<file path="src/rtl/add_sub_serial_pkg.sv">
// Shared constants, state encoding and flag helpers for the nibble-serial add/sub stage.
package add_sub_serial_pkg;

    localparam int NIB_W = 4;

    typedef enum logic [1:0] {
        IDLE = 2'd0,
        CALC = 2'd1,
        DONE = 2'd2
    } state_t;

    // Signed overflow: operands share a sign that the sum does not.
    function automatic logic ovf_calc(input logic a_msb, input logic b_msb, input logic s_msb);
        return (a_msb == b_msb) && (s_msb != a_msb);
    endfunction

endpackage

</file>
<file path="src/rtl/add_sub_serial_nibble_adder.sv">
// One 4-bit adder slice with carry in/out; the serial stage reuses it once per nibble.
module nibble_adder
    import add_sub_serial_pkg::*;
(
    input  logic [NIB_W-1:0] a,
    input  logic [NIB_W-1:0] b,
    input  logic             ci,
    output logic [NIB_W-1:0] s,
    output logic             co
);

    assign {co, s} = {1'b0, a} + {1'b0, b} + {{NIB_W{1'b0}}, ci};

endmodule

</file>
<file path="src/rtl/add_sub_serial.sv">
// Nibble-serial add/subtract: captures a WIDTH-bit operand pair, runs it through one
// 4-bit slice over NIBBLES cycles, and holds the result and flags until consumed.
module add_sub_serial
    import add_sub_serial_pkg::*;
#(
    parameter int NIBBLES = 4,
    localparam int WIDTH = NIB_W * NIBBLES
) (
    input  logic             clk,
    input  logic             rst_n,
    input  logic             in_valid,
    output logic             in_ready,
    input  logic [WIDTH-1:0] op_a,
    input  logic [WIDTH-1:0] op_b,
    input  logic             sub,
    output logic             out_valid,
    input  logic             out_ready,
    output logic [WIDTH-1:0] result,
    output logic             cout,
    output logic             ovf,
    output logic             zero,
    output logic             neg
);

    localparam int CNT_W = (NIBBLES > 1) ? $clog2(NIBBLES) : 1;

    state_t             state_r;
    state_t             state_s;
    logic [WIDTH-1:0]   a_sh_r;
    logic [WIDTH-1:0]   b_sh_r;
    logic [WIDTH-1:0]   res_sh_r;
    logic               c_r;
    logic [CNT_W-1:0]   cnt_r;

    logic [NIB_W-1:0]       r4_s;
    logic                   c_next_s;
    logic                   last_s;
    logic [WIDTH+NIB_W-1:0] res_cat_s;
    logic [WIDTH-1:0]       res_next_s;

    nibble_adder u_slice (
        .a  (a_sh_r[NIB_W-1:0]),
        .b  (b_sh_r[NIB_W-1:0]),
        .ci (c_r),
        .s  (r4_s),
        .co (c_next_s)
    );

    assign last_s = (cnt_r == CNT_W'(NIBBLES - 1));

    // New slice enters at the top so the least significant nibble ends at bit 0.
    always_comb begin
        res_cat_s  = {r4_s, res_sh_r};
        res_next_s = res_cat_s[WIDTH+NIB_W-1:NIB_W];
    end

    // Next-state decode for the accept / compute / hand-off sequence.
    always_comb begin
        state_s = state_r;
        case (state_r)
            IDLE: begin
                if (in_valid) begin
                    state_s = CALC;
                end else begin
                    state_s = IDLE;
                end
            end
            CALC: begin
                if (last_s) begin
                    state_s = DONE;
                end else begin
                    state_s = CALC;
                end
            end
            DONE: begin
                if (out_ready) begin
                    state_s = IDLE;
                end else begin
                    state_s = DONE;
                end
            end
            default: state_s = IDLE;
        endcase
    end

    // State, handshake outputs, operand shifters and the result/flag registers.
    always_ff @(posedge clk) begin
        if (!rst_n) begin
            state_r   <= IDLE;
            in_ready  <= 1'b1;
            out_valid <= 1'b0;
            a_sh_r    <= '0;
            b_sh_r    <= '0;
            res_sh_r  <= '0;
            c_r       <= 1'b0;
            cnt_r     <= '0;
            result    <= '0;
            cout      <= 1'b0;
            ovf       <= 1'b0;
            zero      <= 1'b0;
            neg       <= 1'b0;
        end else begin
            state_r   <= state_s;
            in_ready  <= (state_s == IDLE);
            out_valid <= (state_s == DONE);
            case (state_r)
                IDLE: begin
                    if (in_valid) begin
                        a_sh_r   <= op_a;
                        b_sh_r   <= op_b ^ {WIDTH{sub}};
                        c_r      <= sub;
                        cnt_r    <= '0;
                        res_sh_r <= '0;
                    end
                end
                CALC: begin
                    a_sh_r   <= a_sh_r >> NIB_W;
                    b_sh_r   <= b_sh_r >> NIB_W;
                    res_sh_r <= res_next_s;
                    c_r      <= c_next_s;
                    cnt_r    <= cnt_r + CNT_W'(1);
                    if (last_s) begin
                        result <= res_next_s;
                        cout   <= c_next_s;
                        ovf    <= ovf_calc(a_sh_r[NIB_W-1], b_sh_r[NIB_W-1], r4_s[NIB_W-1]);
                        zero   <= (res_next_s == '0);
                        neg    <= res_next_s[WIDTH-1];
                        cnt_r  <= '0;
                    end
                end
                DONE: begin
                end
                default: begin
                end
            endcase
        end
    end

endmodule
</file>
<file path="config.mk">
export PLATFORM = sky130hd
export DESIGN_NAME = add_sub_serial
export DESIGN_NICKNAME = d
export VERILOG_FILES = /design/src/rtl/add_sub_serial_pkg.sv /design/src/rtl/add_sub_serial_nibble_adder.sv /design/src/rtl/add_sub_serial.sv
export SDC_FILE = /design/constraint.sdc
export NUM_CORES = 1
export LEC_CHECK = 0
export ABC_AREA = 1
export CAP_MARGIN = 10
export CORE_MARGIN = 8
export CORE_UTILIZATION = 55
export CTS_CLUSTER_DIAMETER = 60
export DETAILED_ROUTE_END_ITERATION = 7
export PLACE_DENSITY = 0.87
export SLEW_MARGIN = 40
export SYNTH_ARGS = -nofsm -noshare
export SYNTH_HDL_FRONTEND = slang
export SYNTH_SLANG_ARGS = --single-unit
</file>
<file path="constraint.sdc">
create_clock -name clk -period 3.1 [get_ports clk]
set_input_delay 0.62 -clock clk [delete_from_list [all_inputs] [get_ports clk]]
set_output_delay 0.62 -clock clk [all_outputs]
set_load 0.1 [all_outputs]
</file>
== Word-level counts from Yosys, hierarchy flattened ==
Cells that the tools add are included.
Storage, ports and cells
  bits in registers: 75
  logic and storage cells: 46
Operators by class
  add/sub/neg operators: 3
  muxes and demuxes: 15
  reduce and logical (&&, ||, !) cells: 7
  bitwise operators: 1
  equal/unequal tests: 7
Operator list (number)
  $pmux 16 s2: 3
  $mux 16: 3
  $logic_not 16->1: 1
  $xor 16x16->16: 1
  $mux 2: 4
  $eq 2x2->1 const B: 3
  $pmux 2 s3: 1
  $add 4x4->5: 1
  $add 5x1->5: 1
  $logic_not 2->1: 2
  $pmux 2 s2: 1
  $reduce_and 2->1: 2
  $add 2x1->2 const B: 1
  $eq 2x1->1 const B: 1
  $mux 1: 2
  $ne 2x2->1 const B: 1
  $pmux 1 s2: 1
  $reduce_bool 2->1: 1
  $eq 1x1->1: 1
  $logic_and 1x1->1: 1
  $ne 1x1->1: 1

== Logic depth before layout (Yosys ltp) ==
  word-level depth: 4
  depth in mapped cells: 11
  depth with buffers taken out: 11

== By module ==
A second synthesis with hierarchy kept.
Second synthesis, totals
  cells, all modules: 445
  area, all modules: 3148.0 um2
By module, submodules not included
  add_sub_serial: instances 1, cells each 420, area an instance 2982.9 um2, sequential area each 1401.3 um2
  nibble_adder: instances 1, cells each 25, area an instance 165.2 um2, sequential area each 0.0 um2

== Worst setup path before layout ==
Ideal clock, no wire load.
  kind: register to output
  start: register result[15]
  end: output result[15]
  setup slack: 1.106 ns
  cell stages (with the launch flop): 2
  arrival: 1.374 ns
  buffers on the path: 1
  cell sequence: dfxtp_1 buf_4
RTL lines
  start: declaration: line add_sub_serial.sv:18  | output logic [WIDTH-1:0] result,
  start signal: assignment: line add_sub_serial.sv:123  | result <= res_next_s;
No word-level cell between the ends.

== Worst setup path after layout ==
  start: register a_sh_r[0]
  end: register zero
Between the ends
  longest elaborated chain between the ends: 3
RTL lines
  start: declaration: line add_sub_serial.sv:29  | logic [WIDTH-1:0] a_sh_r;
  start signal: assignment: line add_sub_serial.sv:109  | a_sh_r <= op_a;
  start signal: assignment: line add_sub_serial.sv:117  | a_sh_r <= a_sh_r >> NIB_W;
  $add 4x4->5: line add_sub_serial_nibble_adder.sv:12  | assign {co, s} = {1'b0, a} + {1'b0, b} + {{NIB_W{1'b0}}, ci};
  $add 5x1->5: line add_sub_serial_nibble_adder.sv:12
  named net r4_s[1]: line add_sub_serial.sv:35  | logic [NIB_W-1:0] r4_s;
  $logic_not 16->1: line add_sub_serial.sv:126  | zero <= (res_next_s == '0);
  end signal: assignment: line add_sub_serial.sv:126
  end: declaration: line add_sub_serial.sv:21  | output logic zero,
The timed path passes the listed nets, and every way through them passes these cells.
A chain may end at the register's enable or synchronous reset.

==> results_tabular.tex <==
\begin{tabular}{lr}
\hline
Metric & Value \\
\hline
\multicolumn{2}{l}{\textbf{Route}} \\
First-pass iteration count of the detailed router & 4 \\
Drt wl/cell & 13.3 microns \\
Remaining number of nets flagged by the antenna check after routing & 0 \\
Count of vias placed by the detailed router & 2809 \\
Starting DRT DRC Count & 215 \\
Sum of routed wire length over all layers & 7120 microns \\
Total DRC errors in the routed layout & 0 \\
Vias per std cell & 5.26 \\
\multicolumn{2}{l}{\textbf{Power and ir drop}} \\
Lkg Pwr & 1.62 nW \\
Overall power after layout & 1.98 mW \\
Maximum VDD drop & 0.253 mV \\
Power per standard cell area & 517 nW/um\^{}2 \\
\multicolumn{2}{l}{\textbf{Status}} \\
Run status & completed \\
\multicolumn{2}{l}{\textbf{Placement}} \\
Placer's final routability congestion estimate & 0.809 \\
Post-DP HPWL & 5060 microns \\
Pre-CTS setup slack & 0.701 ns \\
Placed Cells & 519 \\
Number of input and output port buffers inserted & 58 \\
\multicolumn{2}{l}{\textbf{Global route}} \\
Pin count of the biggest net entering global routing & 34 \\
GR met3 Demand/Resource & 5.70\% \\
Global routing usage on met2 & 30.5\% \\
Number of global-route vias before repair & 2842 \\
Grt total ovfl & 0 \\
Number of antenna violations at the first check in global routing & 0 \\
Wire length of the first global-routing pass & 12300 microns \\
GR peak layer & met2 \\
Met1 Track Usage GR & 18.8\% \\
Global routing usage summed across all routing layers & 17.5\% \\
\multicolumn{2}{l}{\textbf{Min path}} \\
Class of the tightest hold or removal check & reg2reg \\
\multicolumn{2}{l}{\textbf{Clocking}} \\
Hold bufs inserted after CTS & 0 \\
Num Clock Sinks & 70 \\
Count of cells resized by post-cts repair & 0 \\
Clock tree from TritonCTS & built \\
Maximum number of buffers from clock root to sink & 2 \\
Number of setup buffers added after CTS & 0 \\
Clock H-tree levels & 3 \\
Num CTS Buffers & 9 \\
Buffer type at the clock tree root & sky130\_fd\_sc\_hd\_\_clkbuf\_8 \\
Clk slew on worst S/H paths & 0.07 ns \\
Insertion delay to the later sink of the worst-skew pair & 0.35 ns \\
\multicolumn{2}{l}{\textbf{Floorplanning}} \\
Floorplan die width & 92.1 microns \\
Placeable core region & 5540 sq um \\
Die Outline Area & 8480 sq um \\
Effective utilization at floorplan & 57.5\% \\
I/O Pins & 59 \\
Height of the chip & 92.1 microns \\
Number of standard-cell rows in the floorplan & 27 \\
\multicolumn{2}{l}{\textbf{Synthesis}} \\
Net count of the mapped netlist & 454 \\
Post-Syn Area & 3190 sq um \\
Synth Instances & 411 \\
Sequential cell area fraction in the yosys report & 44.0\% \\
Main area contributors after synthesis & sky130\_fd\_sc\_hd\_\_dfxtp\_1 (44\%), sky130\_fd\_sc\_hd\_\_nand2\_1 (16\%), sky130\_fd\_sc\_hd\_\_a21oi\_1 (6.6\%) \\
Flop and latch count out of synthesis & 70 \\
Fraction of post-synthesis cell area in the top cell type by area & 44.0\% \\
Number of distinct library cells after synthesis & 30 \\
Warnings, synthesis & 0 \\
Post-synth top area cell & sky130\_fd\_sc\_hd\_\_dfxtp\_1 \\
Per-instance average area after synthesis & 7.75 sq um \\
\multicolumn{2}{l}{\textbf{Layout}} \\
Area growth from synthesis to final layout & 20.5\% \\
Commonest non-fill, non-tap cell in the layout & sky130\_fd\_sc\_hd\_\_nand2\_1 \\
Antenna diode count & 0 \\
Post-route non-filler standard cell count & 534 \\
Final-stage net count & 501 \\
Most frequent cells in the layout & sky130\_fd\_sc\_hd\_\_nand2\_1 (135), sky130\_fd\_sc\_hd\_\_dfxtp\_1 (70), sky130\_fd\_sc\_hd\_\_a21oi\_1 (42), sky130\_fd\_sc\_hd\_\_clkdlybuf4s50\_1 (35), sky130\_fd\_sc\_hd\_\_inv\_1 (33) \\
Layout cells sized above 1 & 14.1\% \\
\multicolumn{2}{l}{\textbf{Worst setup path}} \\
Category of the most critical setup path & reg2reg \\
Critical path endpoint category & register \\
Setup crit start kind & register \\
Critical-path top delay cell & sky130\_fd\_sc\_hd\_\_fa\_1 \\
Maximum fanout encountered on the critical timing path & 3 \\
Crit-path most repeated cell & sky130\_fd\_sc\_hd\_\_inv\_1 \\
Arrival time of the worst setup path & 2.34 ns \\
CP max stage delay & 0.47 ns \\
Cells along the critical path & inv\_1 > fa\_1 > inv\_1 > fa\_1 > inv\_1 > nand2\_1 > nor2\_1 > nand2\_1 > nor2\_1 > nand3\_1 > a21oi\_1 \\
Worst endpoint required time & 3.38 ns \\
\multicolumn{2}{l}{\textbf{STA}} \\
Final critical-path required period & 2.07 ns \\
Fmax achieved & 484 MHz \\
Final number of hold-violating endpoints & 0 \\
Fin Setup TNS & 0 ns \\
Clock tree skew after final layout & 0.00648 ns \\
Final Hold Slack & 0.468 ns \\
Actual transition at the worst max-transition pin & 0.528 ns \\
Period utilisation layout & 66.6\% \\
Unrepaired setup endpoints after global routing & no \\
Post-route worst setup slack & 1.03 ns \\
Worst slew margin & 64.7\% \\
Final number of setup-violating endpoints & 0 \\
Max-slew violation count & 0 \\
\multicolumn{2}{l}{\textbf{Flow run}} \\
Max-capacitance violation count & 0 \\
\hline
\end{tabular}
==> routing by layer <==
metal  wire length (microns)  part of all wire, %  vias up
li1                        -                    -     1405
met4                     173                  2.4        0
met1                    2940                   41     1277
met5                       0                    0        -
met2                    3510                   49      110
met3                     502                  7.0       17
==> metrics by stage <==
step / util [%] / cell area [sq um]
2_1_floorplan: - / 3190
3_3_place_gp: 66.0 / 3660
3_5_place_dp: 65.9 / 3650
4_1_cts: 69.3 / 3840
5_1_grt: 69.3 / 3840
6_report: 69.3 / 3840
==> worst max-delay path: cells and delay by family (launching register included) <==
kind	cells	cell delay [ns]
AO/OA/AOI/OAI	1	0.12
adder cells (fa/ha/maj)	2	0.88
buffers and inverters	3	0.26
flip-flops	1	0.33
AND/OR/NAND/NOR	5	0.41
==> cells in the mapped netlist <==
| master | number |
|---|---|
| sky130_fd_sc_hd__a21oi_1 | 42 |
| sky130_fd_sc_hd__a31oi_1 | 12 |
| sky130_fd_sc_hd__a31oi_2 | 1 |
| sky130_fd_sc_hd__buf_12 | 1 |
| sky130_fd_sc_hd__buf_2 | 10 |
| sky130_fd_sc_hd__buf_4 | 7 |
| sky130_fd_sc_hd__buf_6 | 3 |
| sky130_fd_sc_hd__clkbuf_1 | 5 |
| sky130_fd_sc_hd__dfxtp_1 | 70 |
| sky130_fd_sc_hd__fa_1 | 2 |
| sky130_fd_sc_hd__ha_1 | 4 |
| sky130_fd_sc_hd__inv_1 | 33 |
| sky130_fd_sc_hd__inv_2 | 2 |
| sky130_fd_sc_hd__inv_6 | 1 |
| sky130_fd_sc_hd__nand2_1 | 135 |
| sky130_fd_sc_hd__nand2_2 | 9 |
| sky130_fd_sc_hd__nand2_4 | 1 |
| sky130_fd_sc_hd__nand3_1 | 9 |
| sky130_fd_sc_hd__nand3_2 | 1 |
| sky130_fd_sc_hd__nand3b_1 | 1 |
| sky130_fd_sc_hd__nor2_1 | 12 |
| sky130_fd_sc_hd__nor2_2 | 1 |
| sky130_fd_sc_hd__nor2_4 | 1 |
| sky130_fd_sc_hd__o211ai_1 | 5 |
| sky130_fd_sc_hd__o211ai_2 | 8 |
| sky130_fd_sc_hd__o21a_1 | 1 |
| sky130_fd_sc_hd__o21ai_0 | 16 |
| sky130_fd_sc_hd__o21bai_1 | 1 |
| sky130_fd_sc_hd__xnor2_1 | 11 |
| sky130_fd_sc_hd__xor2_1 | 6 |
==> power breakdown <==
group / total (mW) / switching, mW / internal (mW)
Sequential: 0.979 / 0.0322 / 0.947
Clock: 0.693 / 0.318 / 0.375
Combinational: 0.311 / 0.183 / 0.128
==> state kept, by name, summed over array words and instances (netlist names), 2 cells and up <==
register,count
b_sh_r,16
state_r,2
res_sh_r,12
a_sh_r,16
result,16
cnt_r,2
==> kinds of logic after synthesis <==
logic type                 Yosys count  synth area share [%]
AOI/OAI and AO/OA                   86                  16.7
xor gates and xnor gates            17                  4.67
adders and majority gates            6                  2.83
buffers and inverters               62                  9.90
DFF                                 70                  44.0
and+or+nand+nor                    170                  22.0
==> area by class of cell <==
class	instances	area [sq um]
clock buffer	15	186
fill	461	1700
inverter	36	140
multi-input combinational	279	1470
sequential	70	1400
tap	72	90.1
timing repair buffer	62	551
==> path summary, 6_finish.rpt <==
kind / to / from / cells past startpoint / slack (ns)
worst min register to register: result[2]$_SDFFE_PN0P_ / result[2]$_SDFFE_PN0P_ / 2 / 0.47
worst max-delay path: zero$_SDFFE_PN0P_ / a_sh_r[0]$_SDFFE_PN0P_ / 11 / 1.03
worst min-delay path: result[2]$_SDFFE_PN0P_ / result[2]$_SDFFE_PN0P_ / 2 / 0.47
worst max register to register: zero$_SDFFE_PN0P_ / a_sh_r[0]$_SDFFE_PN0P_ / 11 / 1.03
(Power assumes the default switching activity.)
